===== src/rtl/s4ga_pkg.sv =====
// Shared sizing helpers for the s4ga LUT fabric family and its testbenches.
// Derives select width, configuration word width and beats per LUT.
package s4ga_pkg;

    function automatic int clog2(input int n);
        int r;
        r = 0;
        for (int v = 1; v < n; v = v * 2)
            r++;
        return r;
    endfunction

    function automatic int calc_iw(input int n, input int i);
        return clog2(n + i);
    endfunction

    function automatic int calc_w(input int k, input int iw);
        return (1 << k) + k * iw;
    endfunction

    function automatic int calc_cpl(input int w, input int si_w);
        return (w + si_w - 1) / si_w;
    endfunction

endpackage


===== src/rtl/s4ga2_lut_eval.sv =====
// Combinational evaluation of one K-input LUT configuration word.
// Each select addresses {ext_s, lut_q}; selects past the end of that space read 0.
module s4ga2_lut_eval
    import s4ga_pkg::*;
#(
    parameter int N = 16,
    parameter int K = 4,
    parameter int I = 4
) (
    input  logic [calc_w(K, calc_iw(N, I))-1:0] word,
    input  logic [N-1:0]                        lut_q,
    input  logic [I-1:0]                        ext_s,
    output logic                                y
);
    localparam int IW = calc_iw(N, I);
    localparam int T  = 1 << K;
    localparam int S  = N + I;

    logic [S-1:0]  src;
    logic [T-1:0]  truth;
    logic [K-1:0]  addr;
    logic [IW-1:0] sel;

    assign src   = {ext_s, lut_q};
    assign truth = word[T-1:0];

    always_comb begin
        addr = '0;
        sel  = '0;
        for (int j = 0; j < K; j++) begin
            sel     = word[T + j * IW +: IW];
            addr[j] = (int'(sel) < S) ? src[sel] : 1'b0;
        end
    end

    assign y = truth[addr];

endmodule


===== src/rtl/s4ga2.sv =====
// Serially configured LUT fabric: beats assemble a LUT word, each completed word
// rewrites one LUT. Build with S4GA2_SNAPSHOT_EN for a once-per-frame output register.
module s4ga2
    import s4ga_pkg::*;
#(
    parameter int N    = 16,
    parameter int K    = 4,
    parameter int SI_W = 4,
    parameter int I    = 4
) (
    input  logic            clk,
    input  logic            rst,
    input  logic [SI_W-1:0] si,
    input  logic            si_valid,
    input  logic [I-1:0]    ext_in,
    output logic [N-1:0]    luts,
    output logic            frame
);
    localparam int IW  = calc_iw(N, I);
    localparam int W   = calc_w(K, IW);
    localparam int CPL = calc_cpl(W, SI_W);
    localparam int WR  = CPL * SI_W;
    localparam int BW  = (CPL > 1) ? clog2(CPL) : 1;
    localparam int XW  = clog2(N);

    logic [WR-1:0] word, word_full;
    logic [BW-1:0] beat;
    logic [XW-1:0] idx;
    logic [N-1:0]  lut_q, lut_next;
    logic [I-1:0]  ext_m, ext_s;
    logic          last_beat, last_lut, wr_en, y;

    // The word being completed includes the beat presented this cycle.
    generate
        if (CPL > 1) begin : g_multi
            assign word_full = {si, word[WR-1:SI_W]};
        end else begin : g_single
            assign word_full = si;
        end
    endgenerate

    assign last_beat = (beat == BW'(CPL - 1));
    assign last_lut  = (idx == XW'(N - 1));
    assign wr_en     = si_valid && last_beat;

    s4ga2_lut_eval #(.N(N), .K(K), .I(I)) u_eval (
        .word  (word_full[W-1:0]),
        .lut_q (lut_q),
        .ext_s (ext_s),
        .y     (y)
    );

    always_comb begin
        lut_next = lut_q;
        if (wr_en)
            lut_next[idx] = y;
    end

    always_ff @(posedge clk or posedge rst) begin
        if (rst) begin
            word  <= '0;
            beat  <= '0;
            idx   <= '0;
            lut_q <= '0;
            ext_m <= '0;
            ext_s <= '0;
            frame <= 1'b0;
        end else begin
            ext_m <= ext_in;
            ext_s <= ext_m;
            frame <= wr_en && last_lut;
            lut_q <= lut_next;
            if (si_valid) begin
                word <= word_full;
                beat <= last_beat ? '0 : beat + 1'b1;
                if (last_beat)
                    idx <= last_lut ? '0 : idx + 1'b1;
            end
        end
    end

`ifdef S4GA2_SNAPSHOT_EN
    logic [N-1:0] snap;

    always_ff @(posedge clk or posedge rst) begin
        if (rst)
            snap <= '0;
        else if (wr_en && last_lut)
            snap <= lut_next;
    end

    assign luts = snap;
`else
    assign luts = lut_q;
`endif

endmodule


===== config.mk =====
export PLATFORM = sky130hd
export DESIGN_NAME = s4ga2
export DESIGN_NICKNAME = d
export VERILOG_FILES = /design/src/rtl/s4ga_pkg.sv /design/src/rtl/s4ga2_lut_eval.sv /design/src/rtl/s4ga2.sv
export SDC_FILE = /design/constraint.sdc
export NUM_CORES = 1
export LEC_CHECK = 0
export ABC_AREA = 1
export ABC_CLOCK_PERIOD_IN_PS = 3700
export CAP_MARGIN = 10
export CORE_UTILIZATION = 25
export CTS_CLUSTER_SIZE = 8
export DETAILED_ROUTE_END_ITERATION = 12
export SETUP_SLACK_MARGIN = 0.4
export SLEW_MARGIN = 25
export SYNTH_ARGS = -nofsm -noshare
export SYNTH_HDL_FRONTEND = slang
export SYNTH_SLANG_ARGS = --single-unit

===== constraint.sdc =====
create_clock -name clk -period 3.7 [get_ports clk]
set_input_delay 0.37 -clock clk [delete_from_list [all_inputs] [get_ports clk]]
set_output_delay 0.37 -clock clk [all_outputs]
set_load 0.02 [all_outputs]

# Yosys cells after proc, flatten, opt, wreduce, memory -nomap -nowiden
# Cells that the tools add are included.
# Widths: inputs -> output; s select.
[totals] reg_bits=69 latch_bits=0 ramBits=0 mem_bits_ro=0 input_bits=11 out_inout_bits=17 word_cells=45 mem_count=0
[op_classes] n_addsub=2 mul=0 div_mod_pow=0 order_cmp=11 eq_ne=2 shift=0 muxes=19 bitwise_logic=0 n_reduce_logical=4
[ops] cell="$lt 5x6->1 const B" count=4
[ops] cell="$bmux 1 s5" count=4
[ops] cell="$lt 5x5->1 const B" count=4
[ops] cell="$bwmux 16" count=1
[ops] cell="$lt 4x5->1 const B" count=2
[ops] cell="$mux 1" count=10
[ops] cell="$add 4x1->4 const B" count=2
[ops] cell="$eq 4x4->1 const B" count=2
[ops] cell="$mux 4" count=2
[ops] cell="$bmux 1 s4" count=1
[ops] cell="$demux 1 s4" count=1
[ops] cell="$ge 4x1->1 const B" count=1
[ops] cell="$logic_and 1x1->1" count=3
[ops] cell="$reduce_and 2->1" count=1

# Longest topological paths before layout
# Gate-level depths: netlist of the first run.
[logic_depth] word_depth=6 mapped_depth=18 depth_no_buf=15

# Modules after synthesis
# Synthesis of the first run repeated with hierarchy kept, for this count alone.
[hier_totals] cells_unflattened=518 area_unflattened_um2=3773.6
[by_module_without_submodules] module="s4ga2" instances=1 cells_each=280 area_each_um2=2668.8 seq_area_each_um2=1626.6
[by_module_without_submodules] module="s4ga2_lut_eval" instances=1 cells_each=238 area_each_um2=1104.8 seq_area_each_um2=0.0

# Least setup slack after synthesis of the first run
# Ideal clock, no wire load.
[synth_timing] path_kind="register to register" startpoint="register word[20]" endpoint="register lut_q[7], in the netlist luts[7]" t_arrival_ps=1679 slack_ps=1900 path_stages_with_launch=17 path_buffers=2 synth_period_minus_slack_ps=1800 cell_sequence="dfrtp_1 > buf_6 > nand2_1 > nand3_1 > nand3_1 > nand2_1 > nor2_2 > nand2_4 > nand2_4 > nand2_1 > nand3_1 > nand3_1 > nand3_2 > nand2_4 > buf_12 > nand2_2 > nand2_2"
[synth_via] elab_chain_len=6
[synth_rtl] item="from (decl)" line="s4ga2.sv:26" source="logic [WR-1:0] word, word_full;"
[synth_rtl] item="from (signal assigned)" line="s4ga2.sv:74" source="word <= word_full;"
[synth_rtl] item="$bmux 1 s5" line="s4ga2_lut_eval.sv:32" source="addr[j] = (int'(sel) < S) ? src[sel] : 1'b0;"
[synth_rtl] item="$mux 1 (implied by the code)" line="s4ga2_lut_eval.sv:32"
[synth_rtl] item="$mux 1 *" line="s4ga2_lut_eval.sv:32"
[synth_rtl] item="$bmux 1 s4 *" line="s4ga2_lut_eval.sv:36" source="assign y = truth[addr];"
[synth_rtl] item="$mux 1 (implied by the code) *" line="s4ga2_lut_eval.sv:36"
[synth_rtl] item="$bwmux 16 *" line="s4ga2.sv:56" source="lut_next[idx] = y;"
[synth_rtl] item="to (signal assigned)" line="s4ga2.sv:72" source="lut_q <= lut_next;"
[synth_rtl] item="to (decl)" line="s4ga2.sv:29" source="logic [N-1:0] lut_q, lut_next;"
# Every way passes the cells marked *; elsewhere a longest branch is shown, timed or not. The select of a mux whose other input is x is not followed.
# A chain may end at the register's enable or synchronous reset.

# Worst setup path after layout of the first run
[layout_timing] startpoint="register word[20]" endpoint="register lut_q[0], in the netlist luts[0]"
# Same word-level chain as after synthesis.

==> key figures, run 1 <==
Outcome
  – Result of the run: complete, but fails checks
  – Failing checks: design-rule violations

Yosys
  – Largest cells by area after synthesis: dfrtp_1, nand2_1, o21ai_0
  – Synth Area in Simple Gates: 0.318
  – Syn. warnings: 0
  – Adder-Cell Fraction of Synth Area: 0.0203
  – Async SR Flop Fraction: 1.00
  – Main flop type after synthesis: dfrtp_1
  – Syn nets: 515
  – Area leader, netlist: dfrtp_1
  – Avg Inst Size Synth: 7.41 sq um
  – EDFF count, synth: 0
  – Yosys cell types: 29
  – Seq/Total Area, Yosys: 0.441
  – Share of the synthesized area in the top cell type: 0.441
  – Synth Cell Area: 0.00369 sq mm
  – Complex-gate fraction of the synthesized area: 0.130
  – Mapped Cells: 498
  – Multiplexer share of the synthesized area: 0
  – Combinational family with the most area after synthesis: simple AND/OR/NAND/NOR gates
  – Number of synthesized register bits: 65
  – Synth Area in XOR/XNOR: 0.00475

STA
  – Hold Violations, Final: 0
  – Worst slew margin: 0.561
  – Minimum clock period: 2190 ps
  – Endpoints failing setup: 0
  – Setup TNS: 0 ps
  – Pins over their slew limit: 0
  – RSZ-0062 raised after global routing: no
  – Fmax: 456 MHz
  – Slew at the pin with the worst max-slew slack: 658 ps
  – Period utilization: 0.592
  – Final Skew: 8.43 ps

Layout
  – Multi-input gate area: 0.00175 sq mm
  – Fill cells: 1576
  – Final Net Count: 540
  – ANT cells: 0
  – Most frequent cells in the layout: nand2_1, o21ai_0, dfrtp_1
  – FF/Latch Area: 0.00163 sq mm
  – Area grow syn2layout: 19.8%
  – Layout cells sized above 1: 0.106
  – Most common cell after layout, fill and taps aside: nand2_1

Clocking
  – Root Driver: clkbuf_16
  – H-tree Lvls: 3
  – CTS tree: yes
  – Reg clk slew, reported paths: 50 ps
  – # hold bufs at CTS: 0
  – Max clock buf depth: 2
  – Clock sinks: 65
  – Post-CTS Setup Bufs: 0
  – Post-CTS Resized: 0
  – Worst-Skew Late Latency: 330 ps
  – Total CTS buffers: 9

Floorplanning
  – Chip height: 124 um
  – Die width: 124 um
  – Initial Util: 0.255
  – Num ports: 28
  – Core Region: 0.0145 sq mm
  – Die ar.: 0.0153 sq mm
  – # rows: 44

Pwr
  – Max VDD drop: 0.300 mV
  – PD cells: 587 mW/mm^2
  – Total Power: 0.00260 W
  – LEAKAGE: 2.04 nW

Global route
  – Total congestion overflow: 0
  – Largest net degree at the start of global routing: 70
  – Number of global-route vias before repair: 2919
  – Initial antenna violation count: 0
  – First-pass GRT wire length: 15300 um
  – Total Routing Usage GR: 0.134

Route
  – ANT nets after route: 0
  – Drt wl/cell: 12.9 um
  – Residual DRC: 2
  – Via count: 3220
  – Routed WL: 9190 um
  – First-pass DRT Iterations: 9
  – Initial DRC count: 193
  – DR vias/cell: 4.53

Placed design
  – DP Wirelength: 6470 um
  – Port-buffer cells: 27
  – Global placement routability congestion: 0.816

Worst hold path
  – HP Class: input pin to asynchronous set/reset pin

Worst setup path
  – Crit Path Max Fanout: 16
  – Kind of start point of the critical path: register
  – CP Class: register to register
  – WP data required: 3920 ps
  – Crit path DAT: 2410 ps
  – Nature of the critical path endpoint: register
  – Reg-to-reg startpoint: word[20]
  – Critical Path Start: word[20]

Run
  – Total of max-cap violations: 0
==> power by group <==
part           leakage, nW  total (W)  internal, W  switching, W
registers            0.831    0.00100     0.000832      0.000168
logic                 1.06   0.000685     0.000250      0.000435
clock network        0.151   0.000911     0.000602      0.000309
==> worst paths after layout <==
| path | end | cells after the start | slack [ps] |
|---|---|---|---|
| max | luts[0] | 15 | 1510 |
| min | ext_m[2] | 2 | 320 |
| max reg2reg | luts[0] | 15 | 1510 |
| min reg2reg | ext_s[2] | 0 | 350 |
| max in group asynchronous | luts[12] | 3 | 2400 |
| min in group clk | ext_s[2] | 0 | 350 |
==> logic make-up (layout without fill, tap and decap cells) <==
logic type      Yosys count  after routing
compound gates           93             93
xor+xnor                  2              2
fa+ha+maj                 6              6
buf+inv                  73            102
flops                    65             65
simple gates            259            259
==> state kept, by name (all words and copies together), names as in the netlist <==
name and cells:
frame 1, ext_m 4, idx 4, ext_s 4, luts 16, word 32, beat 4
==> worst max-delay path, cell delays in order (launching register included) <==
cell and delay, ps:
dfrtp_1 620, inv_2 160, nand2_1 100, nand3_1 70, nand3_1 90, nand2_1 60
nor2_2 120, nand2_4 110, nand2_4 110, nand2_1 50, nand3_1 70, nand3_1 90
nand3_2 110, nand2_4 160, nand2_2 110, nand2_2 40
==> metal layers <==
layer  wire length (um)  track usage  vias to the layer above  part of all wire
met1               4270        0.171                     1484              0.46
li1                   -            -                     1649                 -
met4                201       0.0527                        0             0.022
met3                388       0.0332                       16             0.042
met2               4330        0.216                       71              0.47
met5                  0            0                        -                 0
==> Yosys cell counts, types with 4 or more instances <==
cell,n
nand2_1,132
inv_2,5
o21ai_1,8
inv_1,51
a21oi_1,13
nor2_1,35
nand2_4,5
o21ai_0,65
ha_1,6
dfrtp_1,65
nand3_1,55
nand2_2,21
clkbuf_1,8
nand3_2,4
==> metrics by stage <==
step,instances,utilization,cell area (sq um),worst slack [ps],hold WS (ps)
final,711,0.305,4420,1510,318
after global placement,696,0.283,4100,1380,331
after global routing,711,0.305,4420,1220,355
after detailed placement,696,0.283,4100,1350,335
after CTS,711,0.305,4420,1530,321
after floorplan,498,-,3690,1700,331
==> area by class of cell <==
cell class	count	share of cell area
clock buffers	10	0.0540
clock inverters	5	0.0181
inverters	58	0.0498
multi-input cells	360	0.395
flip-flops and latches	65	0.368
well taps	184	0.0521
repair buffers	29	0.0634
(Power assumes the default switching activity.)
==> run 2: changes to the inputs <==
--- a/config.mk
+++ b/config.mk
@@ -6,7 +6,7 @@
 export NUM_CORES = 1
 export LEC_CHECK = 0
 export ABC_AREA = 1
-export ABC_CLOCK_PERIOD_IN_PS = 3700
+export ABC_CLOCK_PERIOD_IN_PS = 1900
 export CAP_MARGIN = 10
 export CORE_UTILIZATION = 25
 export CTS_CLUSTER_SIZE = 8
==> constraint.sdc (replaced) <==
create_clock -name clk -period 1.9 [get_ports clk]
set_input_delay 0.19 -clock clk [delete_from_list [all_inputs] [get_ports clk]]
set_output_delay 0.19 -clock clk [all_outputs]
set_load 0.02 [all_outputs]
==> key figures, run 2 (synthesized netlist as in run 1, its figures left out) <==
Worst setup path
  – Cells along the critical path: buf_6 -> nand2_2 -> nand2_2 -> nor2_2 -> nor2_2 -> nor2_4 -> nand2_4 -> nand2_8 -> nand2_1 -> nand3_1 -> nand3_2 -> nand3_4 -> nand2_8 -> nand2_2 -> nand2_2
  – Reg2Reg Depth: 15
  – Worst Path Buf+Inv: 1
  – CP Class: register to register
  – Crit Path Max Fanout: 8
  – Crit-path slowest cell: dfrtp_2
  – Max incr delay on CP: 480 ps
  – Reg-to-reg startpoint: word[20]
  – Crit path DAT: 2310 ps
  – R2r setup slk: -180 ps
  – WP data required: 2130 ps
  – Critical Path Most Common Cell: nand2_2
  – Nature of the critical path endpoint: register
  – R2R Path End: luts[9]
  – Kind of start point of the critical path: register
  – Cell family with most CP delay: simple AND/OR/NAND/NOR gates

STA
  – Worst slew margin: 0.616
  – Fmax: 480 MHz
  – Endpoints failing setup: 16
  – RSZ-0062 raised after global routing: yes
  – Minimum clock period: 2080 ps
  – Slew at the pin with the worst max-slew slack: 575 ps
  – Final Skew: 11.5 ps
  – Period utilization: 1.10
  – Hold Violations, Final: 0
  – Pins over their slew limit: 0
  – Worst Slack Setup Final: -182 ps
  – Setup TNS: -2690 ps

Pwr
  – Internal: 0.00342 W
  – Reg power frac: 0.349
  – Sw Share: 0.378
  – LEAKAGE: 2.45 nW
  – Max VDD drop: 0.506 mV
  – Comb pwr share: 0.343
  – Switching power: 0.00208 W
  – PD cells: 1080 mW/mm^2
  – Clock power frac: 0.309

Worst hold path
  – Hold Path End: ext_m[0]
  – Hold path startpoint: ext_in[0]
  – Hold depth: 1
  – HP Class: input pin to register

Clocking
  – Total CTS buffers: 9
  – Clock sinks: 65
  – Max clock buf depth: 2
  – H-tree Lvls: 3
  – CTS tree: yes
  – Worst-Skew Late Latency: 340 ps
  – Root Driver: clkbuf_16
  – Reg clk slew, reported paths: 60 ps

Layout
  – Most frequent cells in the layout: nand2_1, o21ai_0, dfrtp_1
  – Area grow syn2layout: 38.5%
  – ANT cells: 0
  – Layout cells sized above 1: 0.280
  – Final Net Count: 594
  – Cell area after layout: 0.00511 sq mm
  – Max reg flops: 32
  – Register with the most flip-flops: word
  – Fill cells: 1470
  – Most common cell after layout, fill and taps aside: nand2_1

Placed design
  – Placed Area: 0.00446 sq mm
  – Port-buffer cells: 27
  – DP Wirelength: 7190 um
  – Global placement routability congestion: 0.834

Global route
  – Initial antenna violation count: 0
  – Total congestion overflow: 0
  – Largest net degree at the start of global routing: 70
  – First-pass GRT wire length: 17100 um
  – Total Routing Usage GR: 0.152
  – Number of global-route vias before repair: 3336

Route
  – ANT nets after route: 0
  – Routed WL: 10700 um
  – First-pass DRT Iterations: 10
  – DR vias/cell: 4.64
  – Drt wl/cell: 14.0 um
  – Residual DRC: 1
  – Initial DRC count: 182
  – Via count: 3556

Floorplanning
  – # rows: 44
  – Chip height: 124 um
  – Die ar.: 0.0153 sq mm
  – Die width: 124 um
  – Core Region: 0.0145 sq mm
  – Num ports: 28
  – Initial Util: 0.255

Outcome
  – Result of the run: complete, but fails checks
  – Failing checks: design-rule violations, negative setup slack

Run
  – Total of max-cap violations: 0
==> run 2: worst max path at each step <==
stage,startpoint,endpoint,slack [ps],depth (start not counted)
finish,word[20],luts[9],-180,15
global route,word[20],luts[12],-240,15
CTS,word[20],luts[13],-60,15
detailed placement,si[0],luts[9],-400,13
global placement,si[0],luts[10],-380,13
floorplan,word[20],luts[7],100,16
==> run 2: metal layers <==
metal,GRT usage,part of all wire,vias up
li1,-,-,1769
met1,0.186,0.44,1691
met2,0.250,0.50,74
met4,0.0708,0.026,0
met3,0.0374,0.037,22
met5,0,0,-
==> run 2: area by class of cell <==
cell class / count / area [sq um] / area share
Timing Repair inverter: 1 / 7.51 / 0.00147
Inverter: 58 / 231 / 0.0453
Tap cell: 184 / 230 / 0.0450
Timing Repair Buffer: 80 / 716 / 0.140
Clock inverter: 6 / 67.6 / 0.0132
Multi-Input combinational cell: 362 / 1980 / 0.388
Sequential cell: 65 / 1640 / 0.321
Clock buffer: 10 / 239 / 0.0467
==> run 2: power groups by stage <==
stage | Clock (W) | Sequential (W) | Combinational, W
finish | 0.00170 | 0.00192 | 0.00189
global route | 0.00180 | 0.00195 | 0.00209
CTS | 0.00173 | 0.00191 | 0.00175
detailed placement | 0 | 0.00192 | 0.00161
global placement | 0 | 0.00192 | 0.00160
floorplan | 0 | 0.00189 | 0.00102
==> run 2: per-stage QoR <==
step                      std cells  power (W)   util  hold WS (ps)  setup slack, ps
final                           766    0.00550  0.353           292             -182
after floorplan                 498    0.00291      -           221              100
after detailed placement        738    0.00353  0.308           336             -397
after global routing            766    0.00583  0.353           283             -239
after global placement          738    0.00351  0.308           332             -382
after CTS                       760    0.00539  0.340           285            -62.5
==> run 2: repair_timing <==
| action | 4_1_cts | 5_1_grt |
|---|---|---|
| pin swaps | 12 | 25 |
| setup endpoints to repair | 35 | 20 |
| cloned | 3 | 0 |
| buffers inserted | 3 | 6 |
| hold buffers | 0 | 0 |
| gates resized for setup | 50 | 46 |
